<file path="config.mk">
export PLATFORM = sky130hd
export DESIGN_NAME = clk_div_monitor
export DESIGN_NICKNAME = d
export VERILOG_FILES = /design/src/rtl/clk_div_mon_pkg.sv /design/src/rtl/sync_2ff.sv /design/src/rtl/clk_div_monitor.sv
export SDC_FILE = /design/constraint.sdc
export NUM_CORES = 1
export LEC_CHECK = 0
export BUFFER_PORTS_ARGS = -buffer_cell sky130_fd_sc_hd__buf_2
export CAP_MARGIN = 5
export CORE_MARGIN = 1
export CORE_UTILIZATION = 30
export DETAILED_ROUTE_END_ITERATION = 10
export HOLD_SLACK_MARGIN = 0.12
export SLEW_MARGIN = 10
export SYNTH_ARGS = -nofsm -noshare
export SYNTH_HDL_FRONTEND = slang
export SYNTH_SLANG_ARGS = --single-unit
</file>
<file path="constraint.sdc">
create_clock -name clk_i -period 2.3 [get_ports clk_i]
set_input_delay 0 -clock clk_i [delete_from_list [all_inputs] [get_ports clk_i]]
set_output_delay 0 -clock clk_i [all_outputs]
set_load 0.005 [all_outputs]
</file>
<file path="src/rtl/clk_div_mon_pkg.sv">
// Shared definitions for the divided-clock period monitor: FSM states and
// default monitoring constants.
package clk_div_mon_pkg;

  localparam int DEF_DIVIDE_RATE   = 125;
  localparam int DEF_COUNTER_WIDTH = 8;
  localparam int DEF_TOLERANCE     = 1;
  localparam int DEF_LOCK_COUNT    = 4;

  typedef enum logic [1:0] {
    ST_IDLE    = 2'd0,
    ST_MEASURE = 2'd1,
    ST_LOCKED  = 2'd2
  } state_t;

endpackage

</file>
<file path="src/rtl/sync_2ff.sv">
// Two-flop synchronizer for a single asynchronous level; resets to 0.
module sync_2ff (
  input  logic clk_i,
  input  logic rst_i,
  input  logic d,
  output logic q
);

  logic meta;

  always_ff @(posedge clk_i or posedge rst_i) begin
    if (rst_i) begin
      meta <= 1'b0;
      q    <= 1'b0;
    end else begin
      meta <= d;
      q    <= meta;
    end
  end

endmodule

</file>
<file path="src/rtl/clk_div_monitor.sv">
// Measures the period of an asynchronous divided clock in clk_i cycles and
// tracks lock against DIVIDE_RATE +/- TOLERANCE, with a sticky loss flag.
module clk_div_monitor
  import clk_div_mon_pkg::*;
#(
  parameter int DIVIDE_RATE   = DEF_DIVIDE_RATE,
  parameter int COUNTER_WIDTH = DEF_COUNTER_WIDTH,
  parameter int TOLERANCE     = DEF_TOLERANCE,
  parameter int LOCK_COUNT    = DEF_LOCK_COUNT
) (
  input  logic                     clk_i,
  input  logic                     rst_i,
  input  logic                     clk_div_i,
  input  logic                     clr_i,
  output logic [COUNTER_WIDTH-1:0] period_o,
  output logic                     period_valid_o,
  output logic                     locked_o,
  output logic                     lost_o,
  output logic [1:0]               state_o
);

  localparam int MC_W = $clog2(LOCK_COUNT + 1);
  localparam int LO   = (DIVIDE_RATE > TOLERANCE) ? (DIVIDE_RATE - TOLERANCE) : 0;
  localparam int HI   = DIVIDE_RATE + TOLERANCE;

  localparam logic [COUNTER_WIDTH-1:0] SAT_C  = COUNTER_WIDTH'(2 * DIVIDE_RATE);
  localparam logic [COUNTER_WIDTH-1:0] ONE_C  = COUNTER_WIDTH'(1);
  localparam logic [COUNTER_WIDTH:0]   LO_C   = (COUNTER_WIDTH + 1)'(LO);
  localparam logic [COUNTER_WIDTH:0]   HI_C   = (COUNTER_WIDTH + 1)'(HI);
  localparam logic [MC_W-1:0]          LOCK_C = MC_W'(LOCK_COUNT);
  localparam logic [MC_W-1:0]          MC_ONE = MC_W'(1);

  logic                     sync2_q;
  logic                     sync3_q;
  logic                     edge_det;
  logic [COUNTER_WIDTH-1:0] cnt_q;
  logic                     timeout;
  logic                     in_tol;

  state_t                   state_q, state_d;
  logic [MC_W-1:0]          match_q, match_d, match_inc;
  logic [COUNTER_WIDTH-1:0] period_q, period_d;
  logic                     valid_q, valid_d;
  logic                     locked_q, locked_d;
  logic                     lost_q, lost_d, lost_set;

  sync_2ff u_sync (
    .clk_i (clk_i),
    .rst_i (rst_i),
    .d     (clk_div_i),
    .q     (sync2_q)
  );

  assign edge_det  = sync2_q & ~sync3_q;
  assign timeout   = (cnt_q == SAT_C);
  // Zero-extended compares keep the window check free of unsigned wrap.
  assign in_tol    = ({1'b0, cnt_q} >= LO_C) && ({1'b0, cnt_q} <= HI_C);
  assign match_inc = match_q + MC_ONE;

  always_ff @(posedge clk_i or posedge rst_i) begin
    if (rst_i) begin
      sync3_q <= 1'b0;
      cnt_q   <= '0;
    end else begin
      sync3_q <= sync2_q;
      if (edge_det)
        cnt_q <= ONE_C;
      else if (cnt_q != SAT_C)
        cnt_q <= cnt_q + ONE_C;
    end
  end

  always_ff @(posedge clk_i or posedge rst_i) begin
    if (rst_i) begin
      state_q  <= ST_IDLE;
      match_q  <= '0;
      period_q <= '0;
      valid_q  <= 1'b0;
      locked_q <= 1'b0;
      lost_q   <= 1'b0;
    end else begin
      state_q  <= state_d;
      match_q  <= match_d;
      period_q <= period_d;
      valid_q  <= valid_d;
      locked_q <= locked_d;
      lost_q   <= lost_d;
    end
  end

  always_comb begin
    state_d  = state_q;
    match_d  = match_q;
    period_d = period_q;
    valid_d  = 1'b0;
    lost_set = 1'b0;
    case (state_q)
      ST_IDLE: begin
        // First edge only starts a clean measurement window.
        if (edge_det) begin
          state_d = ST_MEASURE;
          match_d = '0;
        end
      end
      ST_MEASURE, ST_LOCKED: begin
        if (timeout) begin
          state_d  = ST_IDLE;
          match_d  = '0;
          lost_set = 1'b1;
        end else if (edge_det) begin
          period_d = cnt_q;
          valid_d  = 1'b1;
          if (in_tol) begin
            if (state_q == ST_MEASURE) begin
              match_d = (match_q < LOCK_C) ? match_inc : LOCK_C;
              if (match_d == LOCK_C)
                state_d = ST_LOCKED;
            end
          end else begin
            match_d = '0;
            state_d = ST_MEASURE;
            if (state_q == ST_LOCKED)
              lost_set = 1'b1;
          end
        end
      end
      default: begin
        state_d = ST_IDLE;
        match_d = '0;
      end
    endcase
    locked_d = (state_d == ST_LOCKED);
    lost_d   = lost_set | (lost_q & ~clr_i);
  end

  assign period_o       = period_q;
  assign period_valid_o = valid_q;
  assign locked_o       = locked_q;
  assign lost_o         = lost_q;
  assign state_o        = state_q;

endmodule

</file>
==> flow_summary.toml, run 1 <==
[setup_path]
cp_slowest_cell = "ha_1"
crit_arrival_ns = 2.17
crit_type = "flip-flop to flip-flop"
crit_end = "locked_o$_DFF_PP0_"
path_cells = "inv_1 -> ha_1 -> nor2_1 -> a211o_1 -> a21boi_0 -> o31a_1"
r2r_slack_ns = 0.29
cp-start-kind = "flip-flop"
rr_endpoint = "locked_o$_DFF_PP0_"
slowest_delay_ns = 0.53
cp-end-kind = "flip-flop"
cp_max_fo = 10
r2r_start = "state_o[0]$_DFF_PP0_"
required_ns = 2.46
reg2reg_depth = 6
crit_start = "state_o[0]$_DFF_PP0_"

[routing]
drc_errors = 0
vias = 934
drt-pass1-iter-count = 4
ant_nets = 0
wire_per_inst_um = 13.5
avgViaCountPerCell = 4.86
drt_wl_total_um = 2590
drt_iter0_drc = 20

[placed_design]
port_buffers = 16
gp_congestion = 0.869
dp_hpwl_um = 1940

[floorplanning]
die_h_um = 70.2
core_area_um2 = 4410
ios = 17
start_util_pct = 31.6
die_w_um = 70.2
num_rows = 24
die_area_um2 = 4920

[logic_synthesis]
ys_top_cells_by_area = "dfrtp_1 48%, mux2_4 8.6%, ha_1 7.2%, nor2_1 2.2%, inv_1 1.9%"
yosys.area.top_type = "dfrtp_1"
ys_seq_area_share_pct = 48.5
syn_avg_cell_area_um2 = 11.7
ys.warnings.count = 0
synth_edf_count = 0
synth_top_cell_area_share_pct = 48.5
synth_ff_type = "dfrtp_1"
ys_ff_latch = 27
synthCells = 119
ys_async_sr_fraction_pct = 100
syn-num-nets = 131
synth.distinct_cells = 40
synth_area_um2 = 1390

[clock_tree]
clkTransAtPathRegs_ns = 0.09
clock_sinks = 27
cts-root-buf = "clkbuf_8"
cts-resized-gates = 0
insertion_delay_ns = 0.27
cts_buffers = 3
clockBufferDepth = 2
h-tree-depth = 1
cts_tree = "built"

[sta]
period_needed_ns = 2.01
relSlewSlack_pct = 34.8
clock.fmax_ghz = 0.498
hold_viol_final = 0
period_share_pct = 87.3
slew_viol_final = 0
setup_viol = 0
worst-slew-pin-transition_ns = 0.977
clock_skew_ns = 0.00247
rsz0062_at_grt = "false"
fin_tns_setup_ns = 0

[cells_and_area]
area_growth_pct = 14.5
layout.nets = 153
insertedDiodeCount = 0
drive_gt1_share_pct = 24.3

[global_route]
grt_usage_pct = 11.2
grt_pass1_wl_um = 4490
grt.met2_usage_pct = 18.4
grtUsageMet3_pct = 1.88
grt-busiest-layer = "met2"
grt_util_met1_pct = 14.7
grt_max_degree = 28
grt-ovfl-total = 0
antenna_found_initial = 0
grt_pass1_vias = 986

[flow_run]
drv_cap = 0

[power]
p_leak_nw = 0.808
power_mw = 1.30
p_per_area_nw_per_um2 = 815
peakVddDrop_uv = 346

[min_path]
hold_path.class = "flip-flop to flip-flop"
whs_path_depth = 0

[run_status]
status = "finished clean"
report_power, final:
group | switching [mW] | internal (mW)
Sequential | 0.0866 | 0.551
Clock | 0.138 | 0.124
Combinational | 0.204 | 0.196
Total | 0.429 | 0.872
worst max-delay path: cells and delay by family, from the launching register on:
| family | cells | cell delay [ns] |
|---|---|---|
| compound gates | 3 | 0.73 |
| fa+ha+maj | 1 | 0.53 |
| flops | 1 | 0.43 |
| simple gates | 1 | 0.09 |
| buf+inv | 1 | 0.11 |
metrics by stage:
stage	cells	hold WS [ns]	setup WS (ns)	utilization (%)	area, um^2
final	192	0.356	0.291	36.1	1600
after global routing	192	0.367	0.174	36.1	1600
after CTS	192	0.359	0.293	36.1	1600
after detailed placement	185	0.111	0.321	34.4	1520
after global placement	185	0.111	0.329	34.4	1520
after floorplan	119	0.0314	0.541	-	1390
cells in the mapped netlist, drive strengths merged (2+ instances only):
cell	instances
xor2	3
nand2	7
and4	3
a211oi	2
dfrtp	27
or3	3
o21ai	3
a21oi	4
nor2	8
nor2b	4
buf	3
a22o	3
ha	8
o211ai	3
mux2	9
inv	8
nand3	4
kinds of logic after synthesis:
kind of cell	share of synthesized area (%)
muxes	10.1
xor gates and xnor gates	2.51
adders and majority gates	7.18
AOI/OAI and AO/OA	11.8
DFF	48.5
and+or+nand+nor	15.9
buffers and inverters	4.04
flip-flops by register name, summed over array words and instances, names as in the netlist, 2 cells and up:
register and cells:
cnt_q 8, match_q 3, period_o 8, state_o 2
worst min path at each step:
stage / startpoint / end
2_1_floorplan: clk_div_i / u_sync.meta$_DFF_PP0_
3_3_place_gp: clk_div_i / u_sync.meta$_DFF_PP0_
3_5_place_dp: clk_div_i / u_sync.meta$_DFF_PP0_
4_1_cts: clk_div_i / u_sync.meta$_DFF_PP0_
5_1_grt: u_sync.meta$_DFF_PP0_ / u_sync.q$_DFF_PP0_
6_report: u_sync.meta$_DFF_PP0_ / u_sync.q$_DFF_PP0_
layer usage:
metal	wire length (um)	part of all wire, %
met1	1240	48
met2	1260	49
met3	51	2.0
met4	38	1.5
met5	0	0
cell type report:
| type | count | area (um^2) |
|---|---|---|
| inverters | 8 | 30.0 |
| fillers | 429 | 2820 |
| well taps | 52 | 65.1 |
| repair buffers | 20 | 118 |
| flip-flops and latches | 27 | 676 |
| multi-input cells | 81 | 662 |
| clock buffers | 4 | 45.0 |
timing repair:
item	CTS	global route
hold endpoints to repair	29	0
hold buffers	3	0
endpoints found under the setup margin	0	0
buffers inserted	0	0
placed cells by master, fill, tap and decap left out, types with 2 or more instances in the layout:
cell	n
and4_1	3
nor2b_1	4
o21ai_0	2
nand2_1	7
buf_2	16
a22o_1	3
ha_1	8
xor2_1	3
a21oi_1	4
inv_1	7
nand3_1	3
dfrtp_1	27
nor2_1	8
dlygate4sd3_1	3
mux2_4	8
a211oi_1	2
o211ai_1	3
clkbuf_8	3
or3_1	2
No activity file was read; power rests on OpenSTA's default activity.
==> run 2, diff against run 1 <==
--- a/config.mk
+++ b/config.mk
@@ -9,6 +9,7 @@
 export CAP_MARGIN = 5
 export CORE_MARGIN = 1
 export CORE_UTILIZATION = 30
+export CTS_BUF_LIST = sky130_fd_sc_hd__clkbuf_8
 export DETAILED_ROUTE_END_ITERATION = 10
 export HOLD_SLACK_MARGIN = 0.12
 export SLEW_MARGIN = 10
==> flow_summary.toml, run 2 (synthesis gave the netlist of run 1 again) <==
[routing]
drt_wl_total_um = 2590
ant_nets = 0
drt-pass1-iter-count = 4
wire_per_inst_um = 13.5
avgViaCountPerCell = 4.86
drc_errors = 0
vias = 934
drt_iter0_drc = 20

[setup_path]
reg2reg_depth = 6
cp-start-kind = "flip-flop"
cp_slowest_cell = "ha_1"
r2r_slack_ns = 0.29
cp-end-kind = "flip-flop"
rr_endpoint = "locked_o$_DFF_PP0_"
cp_max_fo = 10
crit_type = "flip-flop to flip-flop"
crit_arrival_ns = 2.17
r2r_start = "state_o[0]$_DFF_PP0_"
path_cells = "inv_1 -> ha_1 -> nor2_1 -> a211o_1 -> a21boi_0 -> o31a_1"
slowest_delay_ns = 0.53
critical-path-top-delay-family = "compound AO/OA/AOI/OAI gates"
path_buf_inv = 1
required_ns = 2.46

[sta]
clock.fmax_ghz = 0.498
rsz0062_at_grt = "false"
finalHoldWorstSlack_ns = 0.356
period_needed_ns = 2.01
setup_viol = 0
clock_skew_ns = 0.00210
hold_viol_final = 0
period_share_pct = 87.3
worst-slew-pin-transition_ns = 0.977
slew_viol_final = 0
relSlewSlack_pct = 34.8
fin_tns_setup_ns = 0

[power]
peakVddDrop_uv = 345
p_per_area_nw_per_um2 = 812
p_leak_nw = 0.813

[clock_tree]
clock_sinks = 27
clkTransAtPathRegs_ns = 0.09
cts-root-buf = "clkbuf_8"
cts_hold_buf = 3
cts_tree = "built"
clockBufferDepth = 2
postCtsSetupRepairBufs = 0
cts-resized-gates = 0
h-tree-depth = 1
insertion_delay_ns = 0.27
cts_buffers = 3

[cells_and_area]
layout.cells.most_common_list = "27 x dfrtp_1, 16 x buf_2"
drive_gt1_share_pct = 24.3
area_growth_pct = 14.5
final_common_cell = "dfrtp_1"
insertedDiodeCount = 0
fin_util_pct = 36.1
layout.nets = 153
finalNonFillerCells = 192

[floorplanning]
die_h_um = 70.2
start_util_pct = 31.6
die_area_um2 = 4920
core_area_um2 = 4410
ios = 17
num_rows = 24
die_w_um = 70.2

[global_route]
grt_pass1_wl_um = 4490
grt-ovfl-total = 0
grt_usage_pct = 11.2
grt_pass1_vias = 986
antenna_found_initial = 0
grt_max_degree = 28

[placed_design]
place_inst = 185
gp_congestion = 0.869
port_buffers = 16
dp_hpwl_um = 1940

[run_status]
status = "finished clean"

[min_path]
min_to = "u_sync.q$_DFF_PP0_"
holdCritStartpoint = "u_sync.meta$_DFF_PP0_"
hold_path.class = "flip-flop to flip-flop"
whs_path_depth = 0

[flow_run]
drv_cap = 0
-- run 2: changes by cell type in the layout (fill, tap and decap cells not counted), sizes merged --
cell and delta:
inv +1, clkbuf -1
-- run 2: worst max-delay path by stage --
| stage | from | endpoint | cells after the start |
|---|---|---|---|
| after global placement | state_o[0]$_DFF_PP0_ | locked_o$_DFF_PP0_ | 6 |
| after detailed placement | state_o[0]$_DFF_PP0_ | locked_o$_DFF_PP0_ | 6 |
| after CTS | state_o[0]$_DFF_PP0_ | locked_o$_DFF_PP0_ | 6 |
| final | state_o[0]$_DFF_PP0_ | locked_o$_DFF_PP0_ | 6 |
| after global routing | state_o[0]$_DFF_PP0_ | locked_o$_DFF_PP0_ | 6 |
| after floorplan | cnt_q[0]$_DFFE_PP0P_ | period_o[2]$_DFFE_PP0P_ | 7 |
-- run 2: metrics by stage --
step           cell area (um^2)  worst slack, ns  power (mW)
6_report                   1600            0.292        1.30
5_1_grt                    1600            0.174        1.38
4_1_cts                    1600            0.293        1.32
3_5_place_dp               1520            0.321        1.05
3_3_place_gp               1520            0.329        1.03
2_1_floorplan              1390            0.541       0.926
-- run 2: where the power goes --
group	switching [mW]	internal (mW)	total [mW]
Combinational	0.204	0.196	0.400
Sequential	0.0866	0.551	0.638
Clock	0.138	0.120	0.257
-- run 2: area by class of cell --
| class | instances | area, um^2 |
|---|---|---|
| clock buffers | 3 | 41.3 |
| clock inverters | 1 | 3.75 |
| fillers | 429 | 2820 |
| inverters | 8 | 30.0 |
| multi-input cells | 81 | 662 |
| flip-flops and latches | 27 | 676 |
| well taps | 52 | 65.1 |
| repair buffers | 20 | 118 |
-- run 2: worst register-to-register path: cells and delay by family, from the launching register on --
| kind | cells | cell delay, ns |
|---|---|---|
| AOI/OAI and AO/OA | 3 | 0.73 |
| buffers and inverters | 1 | 0.11 |
| DFF | 1 | 0.43 |
| adders and majority gates | 1 | 0.53 |
| and+or+nand+nor | 1 | 0.09 |
-- run 2: metal layers --
metal	global-route usage, %	vias up	share of wire, %
met5	0	-	0
met4	4.22	0	1.5
met3	1.88	5	2.0
met2	18.4	13	49
met1	14.7	455	48
li1	-	461	-
==> run 3, diff against run 2 <==
--- a/config.mk
+++ b/config.mk
@@ -5,12 +5,13 @@
 export SDC_FILE = /design/constraint.sdc
 export NUM_CORES = 1
 export LEC_CHECK = 0
-export BUFFER_PORTS_ARGS = -buffer_cell sky130_fd_sc_hd__buf_2
+export BUFFER_PORTS_ARGS = -buffer_cell sky130_fd_sc_hd__buf_4
 export CAP_MARGIN = 5
 export CORE_MARGIN = 1
 export CORE_UTILIZATION = 30
 export CTS_BUF_LIST = sky130_fd_sc_hd__clkbuf_8
 export DETAILED_ROUTE_END_ITERATION = 10
+export GPL_TIMING_DRIVEN = 1
 export HOLD_SLACK_MARGIN = 0.12
 export SLEW_MARGIN = 10
 export SYNTH_ARGS = -nofsm -noshare
==> flow_summary.toml, run 3 (synthesis gave the netlist of run 1 again) <==
[global_route]
antenna_found_initial = 0
grt_pass1_wl_um = 4370
grt-ovfl-total = 0
grt_max_degree = 28
grtUsageMet3_pct = 3.46
grt_util_met1_pct = 15.3
grt-busiest-layer = "met2"
grt_pass1_vias = 930
grt.met2_usage_pct = 17.3
grt_usage_pct = 11.0

[min_path]
hold_path.class = "primary input to async pin"

[routing]
drt_wl_total_um = 2500
ant_nets = 0
vias = 915
drt_iter0_drc = 17
wire_per_inst_um = 13.0
drc_errors = 0
drt-pass1-iter-count = 4
avgViaCountPerCell = 4.74

[setup_path]
reg2reg_depth = 6
path_cells = "inv_1 -> ha_1 -> nor2_1 -> a211o_1 -> a21boi_0 -> o31a_1"
rr_endpoint = "locked_o$_DFF_PP0_"
r2r_start = "state_o[0]$_DFF_PP0_"
r2r_slack_ns = 0.30
crit_arrival_ns = 2.16
cp-start-kind = "flip-flop"
slowest_delay_ns = 0.51
crit_type = "flip-flop to flip-flop"
cp_max_fo = 10
critical-path-top-delay-family = "compound AO/OA/AOI/OAI gates"
cp-end-kind = "flip-flop"
cp_slowest_cell = "ha_1"
required_ns = 2.46
path_buf_inv = 1

[sta]
slew_viol_final = 0
period_share_pct = 87.0
hold_viol_final = 0
period_needed_ns = 2.00
clock_skew_ns = 0.00222
rsz0062_at_grt = "false"
setup_viol = 0
worst-slew-pin-transition_ns = 0.431
relSlewSlack_pct = 71.0
clock.fmax_ghz = 0.500
fin_tns_setup_ns = 0

[placed_design]
place_inst = 186
dp_hpwl_um = 1850
port_buffers = 16
gp_congestion = 0.868

[floorplanning]
core_area_um2 = 4410
die_w_um = 70.2
num_rows = 24
die_h_um = 70.2
ios = 17
start_util_pct = 31.6
die_area_um2 = 4920

[power]
p_per_area_nw_per_um2 = 804
peakVddDrop_uv = 418
p_leak_nw = 0.822

[cells_and_area]
finalNonFillerCells = 193
layout.cells.most_common_list = "27 x dfrtp_1, 18 x buf_4"
drive_gt1_share_pct = 24.8
final_common_cell = "dfrtp_1"
area_growth_pct = 17.9
insertedDiodeCount = 0
fin_util_pct = 37.2
layout.nets = 154

[clock_tree]
insertion_delay_ns = 0.26
clockBufferDepth = 2
cts-root-buf = "clkbuf_8"
cts_buffers = 3
h-tree-depth = 1
cts_tree = "built"
cts-resized-gates = 0
clkTransAtPathRegs_ns = 0.08
clock_sinks = 27

[run_status]
status = "finished clean"

[flow_run]
drv_cap = 0
[run 3: area by class of cell]
cell class              count  area, um^2
fillers                   407        2770
flip-flops and latches     27         676
multi-input cells          81         662
repair buffers             21         165
well taps                  52        65.1
clock buffers               3        41.3
inverters                   8        30.0
clock inverters             1        3.75
[run 3: worst reg2reg max path: cells and delay by family (launching register included)]
kind / cells / cell delay [ns]
flops: 1 / 0.42
simple gates: 1 / 0.09
fa+ha+maj: 1 / 0.51
buf+inv: 1 / 0.11
compound gates: 3 / 0.76
[run 3: how the worst max path moves through the flow]
stage | startpoint | to | slack [ns] | cells past startpoint
final | state_o[0]$_DFF_PP0_ | locked_o$_DFF_PP0_ | 0.30 | 6
after global routing | state_o[0]$_DFF_PP0_ | locked_o$_DFF_PP0_ | 0.18 | 6
after CTS | state_o[0]$_DFF_PP0_ | locked_o$_DFF_PP0_ | 0.30 | 6
after detailed placement | state_o[0]$_DFF_PP0_ | locked_o$_DFF_PP0_ | 0.32 | 6
after global placement | state_o[0]$_DFF_PP0_ | locked_o$_DFF_PP0_ | 0.32 | 6
after floorplan | cnt_q[0]$_DFFE_PP0P_ | period_o[2]$_DFFE_PP0P_ | 0.54 | 7
[run 3: metrics by stage]
| step | setup WS (ns) | hold slack (ns) | area (um^2) | total power [mW] |
|---|---|---|---|---|
| after floorplan | 0.541 | 0.0314 | 1390 | 0.926 |
| after global placement | 0.321 | 0.0778 | 1570 | 1.07 |
| after detailed placement | 0.321 | 0.0836 | 1570 | 1.08 |
| after CTS | 0.298 | 0.342 | 1640 | 1.34 |
| after global routing | 0.175 | 0.364 | 1640 | 1.41 |
| final | 0.300 | 0.337 | 1640 | 1.32 |
[run 3: report_power, final]
| part | total [mW] | internal [mW] | switching (mW) |
|---|---|---|---|
| clock network | 0.254 | 0.119 | 0.134 |
| registers | 0.642 | 0.552 | 0.0909 |
| logic | 0.425 | 0.224 | 0.201 |
| total | 1.32 | 0.895 | 0.427 |
[run 3: per-layer routing]
layer | vias to the layer above | wire (um) | part of all wire, %
li1 | 467 | - | -
met5 | - | 0 | 0
met2 | 21 | 1160 | 46
met1 | 425 | 1220 | 49
met3 | 2 | 120 | 4.8
met4 | 0 | 7 | 0.28
[run 3: what timing repair did]
action / CTS / global route
setup endpoints to repair: 0 / 0
buffers inserted: 0 / 0
hold endpoints to repair: 29 / 0
hold buffers: 3 / 0
